File: src/rtl/bsg_reset_sequencer.sv
// rtl/bsg_reset_sequencer.sv - staged per-domain reset release with re-reset request port
// Holds selected domains in reset, then releases them lowest index first at fixed spacing.
module bsg_reset_sequencer #(
    parameter int num_domains_p = 4,
    parameter int hold_cycles_p = 16,
    parameter int gap_cycles_p  = 8
) (
    input  logic                     clk_i,
    input  logic                     reset_i,
    input  logic                     v_i,
    input  logic [num_domains_p-1:0] mask_i,
    output logic                     ready_o,
    output logic [num_domains_p-1:0] async_reset_o,
    output logic                     done_o
);

    localparam int max_cycles_lp = (hold_cycles_p > gap_cycles_p) ? hold_cycles_p : gap_cycles_p;
    localparam int cnt_w_lp      = $clog2(max_cycles_lp + 1);

    localparam logic [cnt_w_lp-1:0] hold_last_lp = cnt_w_lp'(hold_cycles_p - 1);
    localparam logic [cnt_w_lp-1:0] gap_last_lp  = cnt_w_lp'(gap_cycles_p - 1);

    typedef enum logic [1:0] {
        S_IDLE = 2'd0,
        S_HOLD = 2'd1,
        S_GAP  = 2'd2
    } state_e;

    state_e                   state_q, state_d;
    logic [cnt_w_lp-1:0]      cnt_q, cnt_d;
    logic [num_domains_p-1:0] pend_q, pend_d;
    logic [num_domains_p-1:0] ar_q, ar_d;
    logic                     done_q, done_d;

    // Two's-complement trick isolates the lowest pending domain, so index holes cost nothing.
    logic [num_domains_p-1:0] low_pend;
    logic [num_domains_p-1:0] pend_after;

    assign low_pend   = pend_q & (-pend_q);
    assign pend_after = pend_q & ~low_pend;

    always_ff @(posedge clk_i) begin
        if (reset_i) begin
            state_q <= S_HOLD;
            cnt_q   <= '0;
            pend_q  <= '1;
            ar_q    <= '1;
            done_q  <= 1'b0;
        end else begin
            state_q <= state_d;
            cnt_q   <= cnt_d;
            pend_q  <= pend_d;
            ar_q    <= ar_d;
            done_q  <= done_d;
        end
    end

    always_comb begin
        state_d = state_q;
        cnt_d   = cnt_q;
        pend_d  = pend_q;
        ar_d    = ar_q;
        done_d  = 1'b0;
        case (state_q)
            S_IDLE: begin
                if (v_i && (mask_i != '0)) begin
                    ar_d    = ar_q | mask_i;
                    pend_d  = mask_i;
                    cnt_d   = '0;
                    state_d = S_HOLD;
                end
            end
            S_HOLD, S_GAP: begin
                if (cnt_q == ((state_q == S_HOLD) ? hold_last_lp : gap_last_lp)) begin
                    cnt_d = '0;
                    if (pend_q == '0) begin
                        state_d = S_IDLE;
                    end else begin
                        ar_d   = ar_q & ~low_pend;
                        pend_d = pend_after;
                        if (pend_after == '0) begin
                            state_d = S_IDLE;
                            done_d  = 1'b1;
                        end else begin
                            state_d = S_GAP;
                        end
                    end
                end else begin
                    cnt_d = cnt_q + cnt_w_lp'(1);
                end
            end
            default: begin
                state_d = S_IDLE;
            end
        endcase
    end

    always_comb begin
        ready_o       = (state_q == S_IDLE);
        async_reset_o = ar_q;
        done_o        = done_q;
    end

endmodule

File: config.mk
export PLATFORM = sky130hd
export DESIGN_NAME = bsg_reset_sequencer
export DESIGN_NICKNAME = d
export VERILOG_FILES = /design/src/rtl/bsg_reset_sequencer.sv
export SDC_FILE = /design/constraint.sdc
export NUM_CORES = 1
export LEC_CHECK = 0
export CORE_MARGIN = 10
export CORE_UTILIZATION = 52
export DETAILED_ROUTE_END_ITERATION = 6
export HOLD_SLACK_MARGIN = 0.03
export PLACE_DENSITY = 0.76
export SETUP_SLACK_MARGIN = 0.15
export SKIP_CTS_REPAIR_TIMING = 1
export SLEW_MARGIN = 20
export SYNTH_ARGS = -nofsm -noshare
export SYNTH_HDL_FRONTEND = slang
export SYNTH_SLANG_ARGS = --single-unit
File: constraint.sdc
create_clock -name clk_i -period 2.1 [get_ports clk_i]
set_clock_uncertainty 0.1 [all_clocks]
set_input_delay 0.42 -clock clk_i [delete_from_list [all_inputs] [get_ports clk_i]]
set_output_delay 0.42 -clock clk_i [all_outputs]
set_load 0.05 [all_outputs]
==> results.sh, run 1 <==
export IMPL_outcome="finished, final reports clean"
export IMPL_die_width_um=62.51
export IMPL_ios=13
export IMPL_timing_rr_end="async_reset_o[1]"
export IMPL_grt_max_degree=12
export IMPL_comb_power_share_pct=56.0
export IMPL_whs_ns=0.3823
export IMPL_final_period_utilization_pct=90.16
export IMPL_p_total_uw=1343
export IMPL_tightest_slew_ns=0.5237
export IMPL_synthTopCellsByArea="dfxtp_1 34%, a21oi_1 8.5%, ha_1 4.0%"
export IMPL_setup_worst_path_end_class="flop"
export IMPL_syn_cell_area_um2=939.7
export IMPL_peakVddDrop_mv=0.9554
export IMPL_r2r_cells=6
export IMPL_port_buffers=12
export IMPL_fmax_ghz=0.5282
export IMPL_clock_root_buffer="clkbuf_4"
export IMPL_synth_edff_count=0
export IMPL_startpoint="mask_i[0]"
export IMPL_fp_dieH_um=62.51
export IMPL_setup_viol=0
export IMPL_cts_sinks=16
export IMPL_hold_viol_final=0
export IMPL_rrSetupSlack_ns=0.29
export IMPL_start_util_pct=54.42
export IMPL_power_switching_uw=569.5
export IMPL_yosys_warnings=0
export IMPL_cpLargestDelayFamily="compound AO/OA/AOI/OAI gates"
export IMPL_dpl_hpwl_um=1745
export IMPL_syn_inst=111
export IMPL_crit_arrival_ns=1.99
export IMPL_nets=138
export IMPL_gr_total_overflow=0
export IMPL_cts_htree_levels=1
export IMPL_synth_yosys_seq_area_share_pct=34.09
export IMPL_worst_path_buf_inv=1
export IMPL_pwr_share_clk_pct=15.0
export IMPL_async_flop_share_pct=0
export IMPL_fin_crit_ns=1.893
export IMPL_numCtsBuffers=3
export IMPL_syn_to_final_growth_pct=25.43
export IMPL_worstSkewPairLatency_ns=0.28
export IMPL_coreArea_um2=1727
export IMPL_hp_class="flop to flop"
export IMPL_std_cell_rows=15
export IMPL_yosys_area_top_type="dfxtp_1"
export IMPL_cp_endpoint="cnt_q[0]"
export IMPL_clock_path_buffers=2
export IMPL_grt_pass1_wl_um=3829
export IMPL_r2r_start="cnt_q[0]"
export IMPL_dr_pass1_iters=4
export IMPL_internal_power_uw=774.0
export IMPL_gp_congestion=0.8968
export IMPL_drive_gt1_share_pct=16.54
export IMPL_fin_area_um2=1179
export IMPL_cp_data_required_time_ns=2.20
export IMPL_sw_frac_of_total_pct=42.39
export IMPL_grt_usage_pct=11.79
export IMPL_cp_depth=5
export IMPL_setup_tns_ns=0
export IMPL_cts_tree="yes"
export IMPL_drt_wl_total_um=2286
export IMPL_crit_chain="clkdlybuf4s50_1 > o41ai_4 > a21oi_2 > or3b_1 > o31ai_1"
export IMPL_p_per_area_nw_per_um2=1140
export IMPL_die_area_um2=3908
export IMPL_placed_cell_area_um2=1115
export IMPL_ys_seq_elements=16
export IMPL_utilization_pct=68.26
export IMPL_viasPerCell=5.730
export IMPL_synth_common_cells="16 x a21oi_1, 16 x dfxtp_1, 6 x inv_1, 6 x nor2_1, 6 x o21ai_0"
export IMPL_wl_per_cell_um=15.04
export IMPL_cp_start_kind="input pin"
export IMPL_rsz0062_at_grt="yes"
export IMPL_crit_type="input pin to flop"
export IMPL_antenna_found_initial=0
export IMPL_detail_route_iter0_violations=23
export IMPL_drv_slew=0
export IMPL_antenna_cells=0
export IMPL_synth_distinct_cells=42
export IMPL_synth_main_ff_cell="dfxtp_1"
export IMPL_slowest_stage="o41ai_4"
export IMPL_route_vias_total=871
export IMPL_antenna_left=0
export IMPL_grt_pass1_vias=844
export IMPL_maxCapViolCount=0
export IMPL_synth_fp_nets=121
export IMPL_worstPathMaxFanout=5
export IMPL_syn_avg_cell_area_um2=8.465
export IMPL_p_seq_share_pct=29.0
export IMPL_p_leak_uw=0.0004853
export IMPL_path_clk_slew_ns=0.09
export IMPL_synth_top_area_share_pct=34.09
export IMPL_drc_errors=0
export IMPL_slowest_delay_ns=0.52
export IMPL_slew_headroom_pct=65.03
[metal layers]
metal,vias up,wire [um],GRT usage [%]
met5,-,0,0
met4,0,41,7.542
met3,4,94,3.405
met2,17,1129,19.36
met1,414,1021,12.96
li1,436,-,-
[stage by stage]
stage,std cells,setup WS (ns)
floorplan,111,0.1555
finish,152,0.2066
CTS,152,0.09334
global route,152,0.1462
detailed placement,148,-0.08085
global placement,148,-0.01916
[state kept, by name (all words and copies together) (netlist names)]
signal,flops
done_o,1
cnt_q,5
pend_q,4
async_reset_o,4
state_q,2
[tightest hold or removal path: cells and delay by family (launching register included)]
| kind | cells | cell delay [ns] |
|---|---|---|
| flops | 1 | 0.32 |
| compound gates | 1 | 0.07 |
| buf+inv | 1 | 0.05 |
[cell families (layout without fill, tap and decap cells)]
| family | after synthesis | in the layout | share of synthesized area, % |
|---|---|---|---|
| flops | 16 | 16 | 34.09 |
| simple gates | 33 | 33 | 20.37 |
| compound gates | 42 | 42 | 31.43 |
| buf+inv | 14 | 30 | 7.323 |
| fa+ha+maj | 3 | 3 | 3.995 |
| xor+xnor | 3 | 3 | 2.797 |
[layout make-up]
cell class | instances | area [um2]
Sequential cell | 16 | 320.3
Clock buffer | 4 | 36.28
Inverter | 6 | 22.52
Fill cell | 151 | 548.0
Timing Repair Buffer | 20 | 205.2
Tap cell | 25 | 31.28
Multi-Input combinational cell | 81 | 563.0
[worst min path at each step]
| stage | cells after the start | from | end |
|---|---|---|---|
| finish | 2 | async_reset_o[3] | async_reset_o[3] |
| global route | 2 | async_reset_o[3] | async_reset_o[3] |
| CTS | 2 | async_reset_o[3] | async_reset_o[3] |
| detailed placement | 2 | async_reset_o[3] | async_reset_o[3] |
| global placement | 2 | cnt_q[4] | cnt_q[4] |
| floorplan | 2 | cnt_q[4] | cnt_q[4] |
[power by group through the flow]
| stage | logic [uW] | clock network, uW | registers, uW |
|---|---|---|---|
| final | 753 | 201 | 389 |
| after global placement | 693 | 0 | 393 |
| after global routing | 827 | 225 | 394 |
| after CTS | 700 | 209 | 388 |
| after floorplan | 500 | 0 | 380 |
| after detailed placement | 695 | 0 | 395 |
[layout by cell type (no fill, tap or decap), types with 3 or more instances in the layout]
cell type	count
or2_1	3
a21oi_1	16
a31oi_1	3
inv_1	6
o21ai_0	6
buf_4	8
dlymetal6s2s_1	6
dfxtp_1	16
nand2_1	5
nand3_1	5
nor2_1	6
clkdlybuf4s50_1	5
clkbuf_4	3
No activity file was read; power rests on OpenSTA's default activity.
==> run 2: changes to the inputs <==
--- a/config.mk
+++ b/config.mk
@@ -6,13 +6,12 @@
 export NUM_CORES = 1
 export LEC_CHECK = 0
 export CORE_MARGIN = 10
-export CORE_UTILIZATION = 52
+export CORE_UTILIZATION = 25
+export CTS_CLUSTER_DIAMETER = 60
 export DETAILED_ROUTE_END_ITERATION = 6
 export HOLD_SLACK_MARGIN = 0.03
-export PLACE_DENSITY = 0.76
 export SETUP_SLACK_MARGIN = 0.15
 export SKIP_CTS_REPAIR_TIMING = 1
-export SLEW_MARGIN = 20
 export SYNTH_ARGS = -nofsm -noshare
 export SYNTH_HDL_FRONTEND = slang
 export SYNTH_SLANG_ARGS = --single-unit
==> run 2 against run 1 <==
Against the previous run:
- sequential power hardly changed
- count of clock-buffer cells in the layout stayed put
- final area is 8.7% higher
- worst hold slack worse by 0.0087 ns
- clock power is 40% higher
- die area is 69% higher
- power is 6.7% higher
- critical endpoint is now async_reset_o[0]
- highest routed layer unchanged
==> results.sh, run 2 (synthesis results as in run 1) <==
export IMPL_dr_pass1_iters=4
export IMPL_timing_rr_end="async_reset_o[2]"
export IMPL_antenna_found_initial=0
export IMPL_rrSetupSlack_ns=0.30
export IMPL_worst_path_buf_inv=1
export IMPL_cts_tree="yes"
export IMPL_drc_errors=0
export IMPL_cpLargestDelayFamily="buffers and inverters"
export IMPL_rsz0062_at_grt="no"
export IMPL_largest_register="cnt_q"
export IMPL_tightest_slew_ns=0.5122
export IMPL_final_period_utilization_pct=91.26
export IMPL_fin_area_um2=1281
export IMPL_start_util_pct=25.67
export IMPL_r2r_cells=6
export IMPL_p_per_area_nw_per_um2=1119
export IMPL_setup_worst_path_end_class="output port"
export IMPL_drt_wl_total_um=2386
export IMPL_cts_sinks=16
export IMPL_grtUsageMet3_pct=2.097
export IMPL_coreArea_um2=3661
export IMPL_cts_htree_levels=1
export IMPL_slowest_stage="clkdlybuf4s50_1"
export IMPL_hp_start="async_reset_o[3]"
export IMPL_grt_pass1_wl_um=4195
export IMPL_placed_cells=175
export IMPL_cp_data_required_time_ns=1.58
export IMPL_outcome="finished, final reports clean"
export IMPL_viasPerCell=5.022
export IMPL_min_to="async_reset_o[3]"
export IMPL_hp_class="flop to flop"
export IMPL_maxCapViolCount=0
export IMPL_grt_pass1_vias=946
export IMPL_antenna_left=0
export IMPL_ios=13
export IMPL_top_usage_layer="met2"
export IMPL_drv_slew=0
export IMPL_crit_chain="clkdlybuf4s50_1"
export IMPL_crit_arrival_ns=1.40
export IMPL_setup_viol=0
export IMPL_slowest_delay_ns=0.80
export IMPL_fmax_ghz=0.5218
export IMPL_instances_no_fill=181
export IMPL_fillers=373
export IMPL_syn_to_final_growth_pct=36.35
export IMPL_clock_path_buffers=2
export IMPL_min_path_cells=2
export IMPL_setup_tns_ns=0
export IMPL_port_buffers=12
export IMPL_fin_crit_ns=1.916
export IMPL_std_cell_rows=22
export IMPL_p_total_uw=1434
export IMPL_clock_root_buffer="clkbuf_8"
export IMPL_worstSkewPairLatency_ns=0.25
export IMPL_met2_usage_pct=12.40
export IMPL_fp_dieH_um=81.31
export IMPL_die_area_um2=6611
export IMPL_slew_headroom_pct=65.80
export IMPL_utilization_pct=35.00
export IMPL_dpl_hpwl_um=1827
export IMPL_peakVddDrop_mv=0.3106
export IMPL_use_met1_pct=9.269
export IMPL_placed_cell_area_um2=1174
export IMPL_largest_register_ffs=5
export IMPL_detail_route_iter0_violations=137
export IMPL_hold_viol_final=0
export IMPL_layout_common_cells="16 x a21oi_1, 16 x dfxtp_1, 14 x buf_4"
export IMPL_die_width_um=81.31
export IMPL_worstPathMaxFanout=2
export IMPL_grt_usage_pct=7.859
export IMPL_grt_max_degree=11
export IMPL_nets=144
export IMPL_antenna_cells=0
export IMPL_numCtsBuffers=3
export IMPL_gp_congestion=0.7893
export IMPL_r2r_start="cnt_q[0]"
export IMPL_cp_start_kind="flop"
export IMPL_p_leak_uw=0.0005374
export IMPL_route_vias_total=909
export IMPL_gr_total_overflow=0
export IMPL_crit_type="flop to output port"
export IMPL_wl_per_cell_um=13.18
export IMPL_path_clk_slew_ns=0.07
export IMPL_drive_gt1_share_pct=21.05
## run 2: through the flow
| stage | setup slack, ns | hold WS (ns) |
|---|---|---|
| after floorplan | 0.1555 | 0.3555 |
| after global placement | -0.02617 | 0.3606 |
| after detailed placement | -0.07367 | 0.3726 |
| after CTS | 0.1547 | 0.3878 |
| after global routing | 0.1503 | 0.4316 |
| final | 0.1836 | 0.3736 |
## run 2: power by group
| part | total, uW | internal [uW] | switching (uW) |
|---|---|---|---|
| Sequential | 389 | 349 | 40.6 |
| Combinational | 763 | 319 | 443 |
| Clock | 282 | 167 | 115 |
## run 2: layout make-up
cell class	instances	area [um2]	area share [%]
Timing Repair Buffer	26	255.2	19.92
Sequential cell	16	320.3	25.00
Tap cell	48	60.06	4.687
Inverter	6	22.52	1.758
Clock buffer	4	55.05	4.297
Multi-Input combinational cell	81	568.0	44.34
## run 2: layer usage
layer / wire [um] / vias up
li1: - / 448
met1: 1067 / 435
met2: 1150 / 20
met3: 109 / 6
met4: 59 / 0
met5: 0 / -
## run 2: worst max-delay path by stage
| stage | start | endpoint | slack, ns | cells past startpoint |
|---|---|---|---|---|
| 4_1_cts | async_reset_o[2] | async_reset_o[2] | 0.15 | 1 |
| 2_1_floorplan | state_q[0] | async_reset_o[1] | 0.16 | 6 |
| 5_1_grt | async_reset_o[0] | async_reset_o[0] | 0.15 | 1 |
| 3_5_place_dp | mask_i[1] | async_reset_o[2] | -0.07 | 6 |
| 3_3_place_gp | mask_i[0] | async_reset_o[1] | -0.03 | 6 |
| 6_report | async_reset_o[0] | async_reset_o[0] | 0.18 | 1 |
